File: config.mk
export PLATFORM = sky130hd
export DESIGN_NAME = matmul_seq_ctrl
export DESIGN_NICKNAME = d
export VERILOG_FILES = /design/src/rtl/matmul_seq_ctrl.sv
export SDC_FILE = /design/constraint.sdc
export NUM_CORES = 1
export LEC_CHECK = 0
export ABC_AREA = 1
export BUFFER_PORTS_ARGS = -buffer_cell sky130_fd_sc_hd__buf_2
export CORE_MARGIN = 5
export CORE_UTILIZATION = 57
export DETAILED_ROUTE_END_ITERATION = 10
export PLACE_DENSITY = 0.8
export SKIP_LAST_GASP = 1
export SLEW_MARGIN = 20
export SYNTH_ARGS = -nofsm -noshare
export SYNTH_HDL_FRONTEND = slang
export SYNTH_SLANG_ARGS = --single-unit
File: constraint.sdc
create_clock -name clk -period 5.6 [get_ports clk]
set_input_delay 0 -clock clk [delete_from_list [all_inputs] [get_ports clk]]
set_output_delay 0 -clock clk [all_outputs]
set_load 0.01 [all_outputs]
File: src/rtl/matmul_seq_ctrl.sv
// Job sequencer for the 3x3 4-bit matrix multiplier: buffers host W/X elements, clears and loads the bank, unloads results.
// Optional macro MATMUL_DIM_CHECK_EN: reject jobs with a zero dimension or col_w != row_x.
module matmul_seq_ctrl #(
    parameter int unsigned DATA_W       = 4,
    parameter int unsigned RES_W        = 10,
    parameter int unsigned DRAIN_CYCLES = 4
) (
    input  logic                 clk,
    input  logic                 clear_n,
    input  logic                 start,
    input  logic [1:0]           row_w,
    input  logic [1:0]           col_w,
    input  logic [1:0]           row_x,
    input  logic [1:0]           col_x,
    input  logic                 in_valid,
    input  logic [DATA_W-1:0]    in_data,
    output logic                 in_ready,
    output logic                 clear_mem,
    output logic [DATA_W-1:0]    mem_data_in,
    input  logic                 unload_res,
    input  logic [9*RES_W-1:0]   res_flat,
    output logic                 out_valid,
    input  logic                 out_ready,
    output logic [RES_W-1:0]     out_data,
    output logic [1:0]           out_row,
    output logic [1:0]           out_col,
    output logic                 out_last,
    output logic                 busy,
    output logic                 done,
    output logic                 err
);

    localparam int unsigned CNT_W = $clog2(DRAIN_CYCLES + 1);
    localparam int unsigned BUF_N = 18;
    localparam logic [CNT_W-1:0] DRAIN_LAST = CNT_W'(DRAIN_CYCLES - 1);

    typedef enum logic [3:0] {
        S_IDLE,
        S_CHECK,
        S_COLLECT,
        S_CLEAR,
        S_STREAM,
        S_WAIT_BANK,
        S_DRAIN,
        S_UNLOAD,
        S_FINISH
    } state_t;

    state_t             state_q, state_d;
    logic [1:0]         rw_q, rw_d, cw_q, cw_d, rx_q, rx_d, cx_q, cx_d;
    logic [4:0]         ntot_q, ntot_d;
    logic [4:0]         k_q, k_d;
    logic               in_ready_q, in_ready_d;
    logic [CNT_W-1:0]   drain_q, drain_d;
    logic [1:0]         r_q, r_d, c_q, c_d;
    logic               elem_we, snap_we;

    logic [DATA_W-1:0]  elem_q [BUF_N];
    logic [RES_W-1:0]   snap_q [9];

    logic [3:0]         n_w, n_x;
    logic [4:0]         n_tot;
    logic [3:0]         res_idx;
    logic               has_out, last_word;

    assign n_w       = {2'b00, rw_q} * {2'b00, cw_q};
    assign n_x       = {2'b00, rx_q} * {2'b00, cx_q};
    assign n_tot     = {1'b0, n_w} + {1'b0, n_x};
    assign res_idx   = {2'b00, r_q} * 4'd3 + {2'b00, c_q};
    assign has_out   = (rw_q != 2'd0) && (cx_q != 2'd0);
    assign last_word = (r_q == rw_q - 2'd1) && (c_q == cx_q - 2'd1);

`ifdef MATMUL_DIM_CHECK_EN
    logic err_q, err_d;
    logic dims_bad;

    assign dims_bad = (rw_q == 2'd0) || (cw_q == 2'd0) || (rx_q == 2'd0) ||
                      (cx_q == 2'd0) || (cw_q != rx_q);
`endif

    always_comb begin
        state_d    = state_q;
        rw_d       = rw_q;
        cw_d       = cw_q;
        rx_d       = rx_q;
        cx_d       = cx_q;
        ntot_d     = ntot_q;
        k_d        = k_q;
        in_ready_d = in_ready_q;
        drain_d    = drain_q;
        r_d        = r_q;
        c_d        = c_q;
        elem_we    = 1'b0;
        snap_we    = 1'b0;
`ifdef MATMUL_DIM_CHECK_EN
        err_d      = 1'b0;
`endif
        case (state_q)
            S_IDLE: begin
                if (start) begin
                    state_d = S_CHECK;
                    rw_d    = row_w;
                    cw_d    = col_w;
                    rx_d    = row_x;
                    cx_d    = col_x;
                end
            end
            S_CHECK: begin
                ntot_d     = n_tot;
                k_d        = '0;
                state_d    = S_COLLECT;
                in_ready_d = (n_tot != 5'd0);
`ifdef MATMUL_DIM_CHECK_EN
                if (dims_bad) begin
                    state_d    = S_IDLE;
                    in_ready_d = 1'b0;
                    err_d      = 1'b1;
                end
`endif
            end
            S_COLLECT: begin
                // in_ready is registered, so it must fall on the edge that takes the last element
                if (in_valid && in_ready_q) begin
                    elem_we = 1'b1;
                    k_d     = k_q + 5'd1;
                    if (k_q + 5'd1 == ntot_q) in_ready_d = 1'b0;
                end
                if (k_q == ntot_q) begin
                    state_d = S_CLEAR;
                    k_d     = '0;
                end
            end
            S_CLEAR: begin
                state_d = S_STREAM;
            end
            S_STREAM: begin
                k_d = k_q + 5'd1;
                if (k_q + 5'd1 >= ntot_q) begin
                    state_d = S_WAIT_BANK;
                    k_d     = '0;
                end
            end
            S_WAIT_BANK: begin
                if (unload_res) begin
                    state_d = S_DRAIN;
                    drain_d = '0;
                end
            end
            S_DRAIN: begin
                if (drain_q == DRAIN_LAST) begin
                    snap_we = 1'b1;
                    state_d = S_UNLOAD;
                    r_d     = '0;
                    c_d     = '0;
                end else begin
                    drain_d = drain_q + CNT_W'(1);
                end
            end
            S_UNLOAD: begin
                if (!has_out) begin
                    state_d = S_FINISH;
                end else if (out_ready) begin
                    if (last_word) begin
                        state_d = S_FINISH;
                    end else if (c_q == cx_q - 2'd1) begin
                        c_d = '0;
                        r_d = r_q + 2'd1;
                    end else begin
                        c_d = c_q + 2'd1;
                    end
                end
            end
            S_FINISH: begin
                state_d = S_IDLE;
            end
            default: begin
                state_d = S_IDLE;
            end
        endcase
    end

    always_ff @(posedge clk or negedge clear_n) begin
        if (!clear_n) begin
            state_q    <= S_IDLE;
            rw_q       <= '0;
            cw_q       <= '0;
            rx_q       <= '0;
            cx_q       <= '0;
            ntot_q     <= '0;
            k_q        <= '0;
            in_ready_q <= 1'b0;
            drain_q    <= '0;
            r_q        <= '0;
            c_q        <= '0;
        end else begin
            state_q    <= state_d;
            rw_q       <= rw_d;
            cw_q       <= cw_d;
            rx_q       <= rx_d;
            cx_q       <= cx_d;
            ntot_q     <= ntot_d;
            k_q        <= k_d;
            in_ready_q <= in_ready_d;
            drain_q    <= drain_d;
            r_q        <= r_d;
            c_q        <= c_d;
        end
    end

`ifdef MATMUL_DIM_CHECK_EN
    always_ff @(posedge clk or negedge clear_n) begin
        if (!clear_n) err_q <= 1'b0;
        else          err_q <= err_d;
    end

    assign err = err_q;
`else
    assign err = 1'b0;
`endif

    // Element buffer and result snapshot carry no reset; contents are don't-care until written
    always_ff @(posedge clk) begin
        if (elem_we) elem_q[k_q] <= in_data;
        if (snap_we) begin
            for (int unsigned i = 0; i < 9; i++) snap_q[i] <= res_flat[i*RES_W +: RES_W];
        end
    end

    assign in_ready    = in_ready_q;
    assign clear_mem   = ~clear_n | (state_q == S_CLEAR);
    assign mem_data_in = ((state_q == S_STREAM) && (k_q < ntot_q)) ? elem_q[k_q] : '0;
    assign out_valid   = (state_q == S_UNLOAD) && has_out;
    assign out_data    = out_valid ? snap_q[res_idx] : '0;
    assign out_row     = out_valid ? r_q : '0;
    assign out_col     = out_valid ? c_q : '0;
    assign out_last    = out_valid && last_word;
    assign busy        = (state_q != S_IDLE);
    assign done        = (state_q == S_FINISH);

endmodule

==> results by group, run 1 <==
Clock network
  – Htree depth: 4
  – Deepest clock path buffer count: 2
  – Clock transition at path regs: 0.07 ns
  – CTS Buf Count: 17
  – Post-CTS Setup Repair Bufs: 0
  – Worst skew pair latency: 0.44 ns
  – Clk sinks: 192
  – CTS tree: built
  – Root buf cell: clkbuf_16

Power
  – PD cells: 388 nW/um2
  – Max IR drop VDD: 0.000255 V
  – Lkg Pwr: 4.90 nW

Cells and area
  – Layout cell share with drive strength beyond 1: 0.162
  – Fin nets: 1,231
  – Synth-to-Final Area Change: 27.5%
  – Antenna cells: 0
  – Fillers: 943
  – Final instance area: 11,300 um2
  – Fin cells: 1,291

Yosys
  – Post-synthesis register bit count: 192
  – Seq/Total Area, Yosys: 0.636
  – Synth top cells by count: nand2_1 (238), edfxtp_1 (162), nor2_1 (107)
  – Synth Area in Adders: 0.0510
  – Post-synth ARST share: 0.156
  – Simple logic cell fraction of the synthesized area: 0.197
  – Syn_area_per_cell: 10.2 um2
  – Largest family of logic cells by synthesized area: simple AND/OR/NAND/NOR gates
  – Mapped Nets: 1,005
  – Top cell type's share of synthesized area: 0.551
  – Synth area leaders: edfxtp_1 (55%), nand2_1 (10%), dfrtp_1 (8.5%), nor2_1 (4.5%), ha_1 (4.0%)
  – Compound-Gate Fraction of Synth Area: 0.0588
  – Xor/xnor share of the synthesized area: 0.00397
  – Library cells used by synthesis: 33
  – Post-Synthesis Cells: 864
  – Dominant cell type by area after synthesis: edfxtp_1
  – Main synth FF type: edfxtp_1
  – Yosys warns: 0
  – Multiplexer share of the synthesized area: 0.00510
  – Post-synthesis cell area: 8830 um2
  – Count leader, synth: nand2_1
  – EDFF count, synth: 162

Placed design
  – Port bufs: 131
  – Placed Instance Area: 9620 um2
  – Cells after DPL: 1,156
  – Detailed placement HPWL: 13,900 um
  – Gpl congestion: 0.835

Drt
  – Routed WL: 24,300 um
  – Pre-antenna DRT Iters: 6
  – DRC Markers: 0
  – Detailed-route via count: 7,331
  – Initial DRC Count: 700
  – Final ANT Viol Nets: 0
  – Routed vias/inst: 5.68
  – WL/cell: 18.8 um

STA
  – Hold Violations, Final: 0
  – Worst Tran Pin Value: 0.918 ns
  – Clock skew: 0.0164 ns
  – Tmin final: 3.71 ns
  – Finish-stage setup viols: 0
  – WHS: 0.0414 ns
  – Max-slew headroom: 0.386
  – Achievable Freq: 269 MHz
  – RSZ-0062 raised after global routing: no
  – Setup TNS: 0 ns
  – Final-report max-slew violation count: 0
  – Crit share post-route: 0.663

Floorplan
  – Die Area: 18,100 um2
  – Die X: 134 um
  – Initial core utilization: 0.581
  – Core Region: 15,200 um2
  – # rows: 45
  – Die H: 134 um
  – I/O pin count: 133

Setup path
  – CP Capture Type: output pin
  – CP arrival: 3.71 ns
  – Crit path launch type: register
  – Crit path max fanout: 21
  – Worst Path Required: 5.60 ns
  – WS Path Type: reg2out

Global routing
  – Initial antenna violation count: 0
  – GR Overflow Total: 0
  – Vias in the first global route: 7,369
  – Global Route Usage Sum: 0.278
  – First-pass GRT wire length: 38,500 um
  – Largest net degree at the start of global routing: 61

Worst hold path
  – Worst hold path type: in2reg

Job
  – MaxCap Viol Count: 0

Outcome
  – Status: completed
[layout make-up]
class                           instances  area (um2)  share of cell area
Inverter                               73         274              0.0243
Tap cell                              188         235              0.0209
Multi-Input combinational cell        566        2800               0.249
Clock inverter                         15         174              0.0155
Timing Repair Buffer                  240        1730               0.154
Sequential cell                       192        5620               0.499
Clock buffer                           17         425              0.0378
[worst max-delay path, stage by stage (launching register included)]
cell,delay (ns)
dfrtp_1,0.46
fa_1,0.51
ha_1,0.73
inv_1,0.53
nand2_1,0.19
a21oi_1,0.07
a211oi_1,0.30
o21ai_0,0.18
inv_1,0.14
buf_2,0.16
[kinds of logic (layout without fill, tap and decap cells)]
kind of cell    after synthesis  in the layout
buf+inv                     106            345
mux                           4              4
other cells                   1              1
compound gates               96             96
simple gates                428            428
flops                       192            192
xor+xnor                      4              4
fa+ha+maj                    33             33
[metrics by stage]
stage,power [W],worst slack [ns],utilization
2_1_floorplan,0.00268,0.550,-
3_3_place_gp,0.00300,2.64,0.633
3_5_place_dp,0.00305,2.66,0.633
4_1_cts,0.00432,2.16,0.740
5_1_grt,0.00462,1.73,0.740
6_report,0.00437,1.89,0.740
[repair_timing]
action,CTS,global route
resized for setup,0,0
hold buffers,103,0
endpoints found under the hold margin,197,0
[metal layers]
| layer | part of all wire | routed length (um) | GRT usage | vias up |
|---|---|---|---|---|
| li1 | - | - | - | 3359 |
| met3 | 0.10 | 2430 | 0.0633 | 68 |
| met5 | 0 | 0 | 0 | - |
| met4 | 0.048 | 1160 | 0.144 | 0 |
| met2 | 0.49 | 12000 | 0.464 | 483 |
| met1 | 0.36 | 8730 | 0.342 | 3421 |
[flip-flops by register name, indices dropped and copies added (netlist names)]
| register | flops |
|---|---|
| c_q | 2 |
| cw_q | 2 |
| cx_q | 2 |
| drain_q | 3 |
| elem_q | 72 |
| in_ready | 1 |
| k_q | 5 |
| ntot_q | 5 |
| r_q | 2 |
| rw_q | 2 |
| rx_q | 2 |
| snap_q | 90 |
| state_q | 4 |
[worst paths after layout]
check	slack [ns]	cells past startpoint	start	to
min in group asynchronous	0.18	2	clear_n	cw_q[0]
setup reg to reg	2.81	5	state_q[2]	snap_q[0][1]
hold reg to reg	0.49	2	drain_q[2]	drain_q[2]
setup / recovery	1.89	9	r_q[0]	out_data[7]
max in group asynchronous	4.95	2	clear_n	k_q[1]
hold / removal	0.04	5	out_ready	r_q[0]
[power breakdown]
group	total [W]	internal [W]	switching, W
registers	0.00172	0.00164	0.0000765
clock network	0.00125	0.000674	0.000575
logic	0.00140	0.000485	0.000919
total	0.00437	0.00280	0.00157
[cell usage in the layout (no fill, tap or decap), types with 2 or more instances in the layout]
cell type and count:
ha_1 28, buf_4 6, nor2_1 106, inv_8 4, fa_1 5, dfrtp_1 30
nor3_1 8, a211oi_1 9, a21oi_1 39, nand4_1 9, mux2_2 4, inv_6 4
nand3_1 62, buf_2 131, o21ai_0 36, dlygate4sd3_1 103, clkinvlp_4 4, bufinv_16 2
o21ai_1 5, inv_2 2, clkbuf_16 17, inv_1 71, nand2_1 238, xor2_1 4
nor2_4 3, edfxtp_1 162
Power figures use the tool's default switching activity.
==> inputs of run 2 (changes only) <==
ABC_AREA = 0   (was 1)
clock period = 3.5 ns   (was 5.6 ns; I/O delays follow)
==> run 2 against run 1 <==
  * Utilization is 0.069 points higher
  * Design area fell by 0.28%
  * Total power grew 75%
  * Hold slack lost 0.031 ns
  * Clock skew rose by 0.0045 ns
  * Die area decreased by 0.33%
  * Clock power rose by 50%
==> results by group, run 2 <==
Cells and area
  – Synth-to-Final Area Change: 27.6%
  – Max reg flops: 90
  – Top flop regs: snap_q x90, elem_q x72
  – Fin cells: 1,030
  – Most common cell after layout, fill and taps aside: edfxtp_1
  – Post-layout util: 0.741
  – Fin nets: 969
  – Final instance area: 11,200 um2
  – Register with the most flip-flops: snap_q
  – Fillers: 904
  – Commonest cells after routing, fill and taps aside: edfxtp_1 (162), buf_2 (131), dlygate4sd3_1 (103), nand2_1 (36), mux2_2 (36)
  – Layout cell share with drive strength beyond 1: 0.275

Clock network
  – CTS Buf Count: 17
  – Clk sinks: 192
  – Worst skew pair latency: 0.45 ns
  – Htree depth: 4
  – Deepest clock path buffer count: 2
  – Root buf cell: clkbuf_16
  – CTS tree: built
  – Clock transition at path regs: 0.07 ns

Yosys
  – Synth top cells by count: edfxtp_1 (162), mux2_2 (36), nand2_1 (36)
  – Yosys warns: 0
  – Library cells used by synthesis: 62
  – Seq/Total Area, Yosys: 0.638
  – Post-synthesis cell area: 8800 um2
  – Mapped Nets: 732
  – Syn_area_per_cell: 14.9 um2
  – Post-Synthesis Cells: 591
  – Post-synthesis register bit count: 192
  – Post-synth ARST share: 0.156
  – EDFF count, synth: 162
  – Dominant cell type by area after synthesis: edfxtp_1
  – Top cell type's share of synthesized area: 0.553
  – Count leader, synth: edfxtp_1
  – Main synth FF type: edfxtp_1
  – Synth area leaders: edfxtp_1 (55%), dfrtp_1 (8.5%), mux2_2 (4.6%), ha_1 (4.0%), mux2i_1 (3.1%)

Drt
  – Initial DRC Count: 559
  – WL/cell: 20.9 um
  – Detailed-route via count: 6,026
  – Final ANT Viol Nets: 0
  – DRC Markers: 0
  – Routed vias/inst: 5.85
  – Routed WL: 21,500 um
  – Pre-antenna DRT Iters: 7

Placed design
  – Placed Instance Area: 9610 um2
  – Gpl congestion: 0.909
  – Detailed placement HPWL: 13,100 um
  – Port bufs: 131
  – Cells after DPL: 894
  – Pre-CTS setup slack: 0.729 ns

Floorplan
  – Core Region: 15,100 um2
  – Die H: 134 um
  – Die X: 134 um
  – # rows: 45
  – Die Area: 18,000 um2
  – I/O pin count: 133
  – Initial core utilization: 0.581

Setup path
  – Most frequent CP cell: fa_1
  – WP buf/inv: 2
  – Crit path max fanout: 18
  – Crit path depth: 8
  – CP max-delay cell: fa_1
  – Worst path max stage delay: 0.55 ns
  – Worst Path Required: 3.50 ns
  – Reg2Reg Depth: 10
  – WS Path Type: reg2out
  – CP Capture Type: output pin
  – CP arrival: 3.31 ns
  – Crit-path cells: fa_1 -> ha_2 -> fa_1 -> buf_4 -> a21boi_0 -> a221oi_1 -> a21oi_1 -> buf_2
  – Crit path launch type: register
  – Critical path's top delay family: adder cells

STA
  – Final worst slack: 0.191 ns
  – RSZ-0062 raised after global routing: no
  – Clock skew: 0.0209 ns
  – Setup TNS: 0 ns
  – Tmin final: 3.31 ns
  – Hold Violations, Final: 0
  – Final-report max-slew violation count: 0
  – Max-slew headroom: 0.517
  – Achievable Freq: 302 MHz
  – Finish-stage setup viols: 0
  – Worst Tran Pin Value: 0.724 ns
  – Crit share post-route: 0.946

Worst hold path
  – Worst Hold Path Cells: 4
  – Worst hold path type: in2reg

Global routing
  – First-pass GRT wire length: 34,700 um
  – Largest net degree at the start of global routing: 51
  – Initial antenna violation count: 1
  – Vias in the first global route: 6,423
  – GR Overflow Total: 0
  – Global Route Usage Sum: 0.253

Power
  – Lkg Pwr: 4.29 nW
  – PD cells: 680 nW/um2
  – Max IR drop VDD: 0.000411 V

Outcome
  – Status: completed

Job
  – MaxCap Viol Count: 0
## run 2: path summary, 6_finish.rpt
check	end	from	slack (ns)
hold / removal	c_q[0]	out_ready	0.01
setup / recovery	out_data[0]	r_q[0]	0.19
min in group asynchronous	r_q[1]	clear_n	0.15
setup reg to reg	state_q[0]	k_q[0]	0.78
hold reg to reg	ntot_q[3]	ntot_q[3]	0.48
max in group asynchronous	k_q[0]	clear_n	2.89
## run 2: kinds of logic (layout without fill, tap and decap cells)
logic type                 after synthesis  in the layout  share of synthesized area
muxes                                   80             80                      0.122
buffers and inverters                   53            303                     0.0319
and+or+nand+nor                        113            113                     0.0610
adders and majority gates               33             33                     0.0512
xor gates and xnor gates                10             10                    0.00996
other                                    1              2                   0.000426
DFF                                    192            192                      0.638
AOI/OAI and AO/OA                      109            109                     0.0848
## run 2: worst min-delay path, delay by kind of cell
kind	cells	cell delay, ns
multiplexers	1	0.13
AO/OA/AOI/OAI	1	0.08
AND/OR/NAND/NOR	1	0.08
buffers and inverters	1	0.11
## run 2: layout make-up
| cell class | count | area (um2) | area share |
|---|---|---|---|
| clock inverter | 15 | 154 | 0.0137 |
| tap | 188 | 235 | 0.0210 |
| timing repair buffer | 246 | 1790 | 0.159 |
| inverter | 25 | 95.1 | 0.00847 |
| sequential | 192 | 5620 | 0.500 |
| multi-input combinational | 346 | 2910 | 0.259 |
| antenna | 1 | 2.50 | 0.000223 |
| clock buffer | 17 | 425 | 0.0379 |
## run 2: through the flow
stage	hold WS, ns	total power [W]
2_1_floorplan	-0.296	0.00489
3_3_place_gp	0.0679	0.00547
3_5_place_dp	0.0921	0.00560
4_1_cts	0.000727	0.00754
5_1_grt	0.0466	0.00804
6_report	0.0109	0.00763
## run 2: what timing repair did
item                                    in CTS  in global routing
endpoints found under the setup margin       0                  1
resized for setup                            0                  1
hold endpoints to repair                   200                  0
hold buffers                               103                  0
buffers inserted                             0                  0
## run 2: where the power goes
| part | switching [W] | internal (W) | leakage (nW) | total, W |
|---|---|---|---|---|
| Sequential | 0.000204 | 0.00265 | 1.84 | 0.00286 |
| Combinational | 0.00159 | 0.00130 | 2.17 | 0.00289 |
| Clock | 0.000934 | 0.000946 | 0.275 | 0.00188 |
## run 2: layer usage
metal | part of all wire | global-route usage | vias to the layer above
li1 | - | - | 2728
met1 | 0.38 | 0.315 | 2857
met2 | 0.49 | 0.410 | 388
met3 | 0.097 | 0.0720 | 53
met4 | 0.033 | 0.120 | 0
met5 | 0 | 0 | -
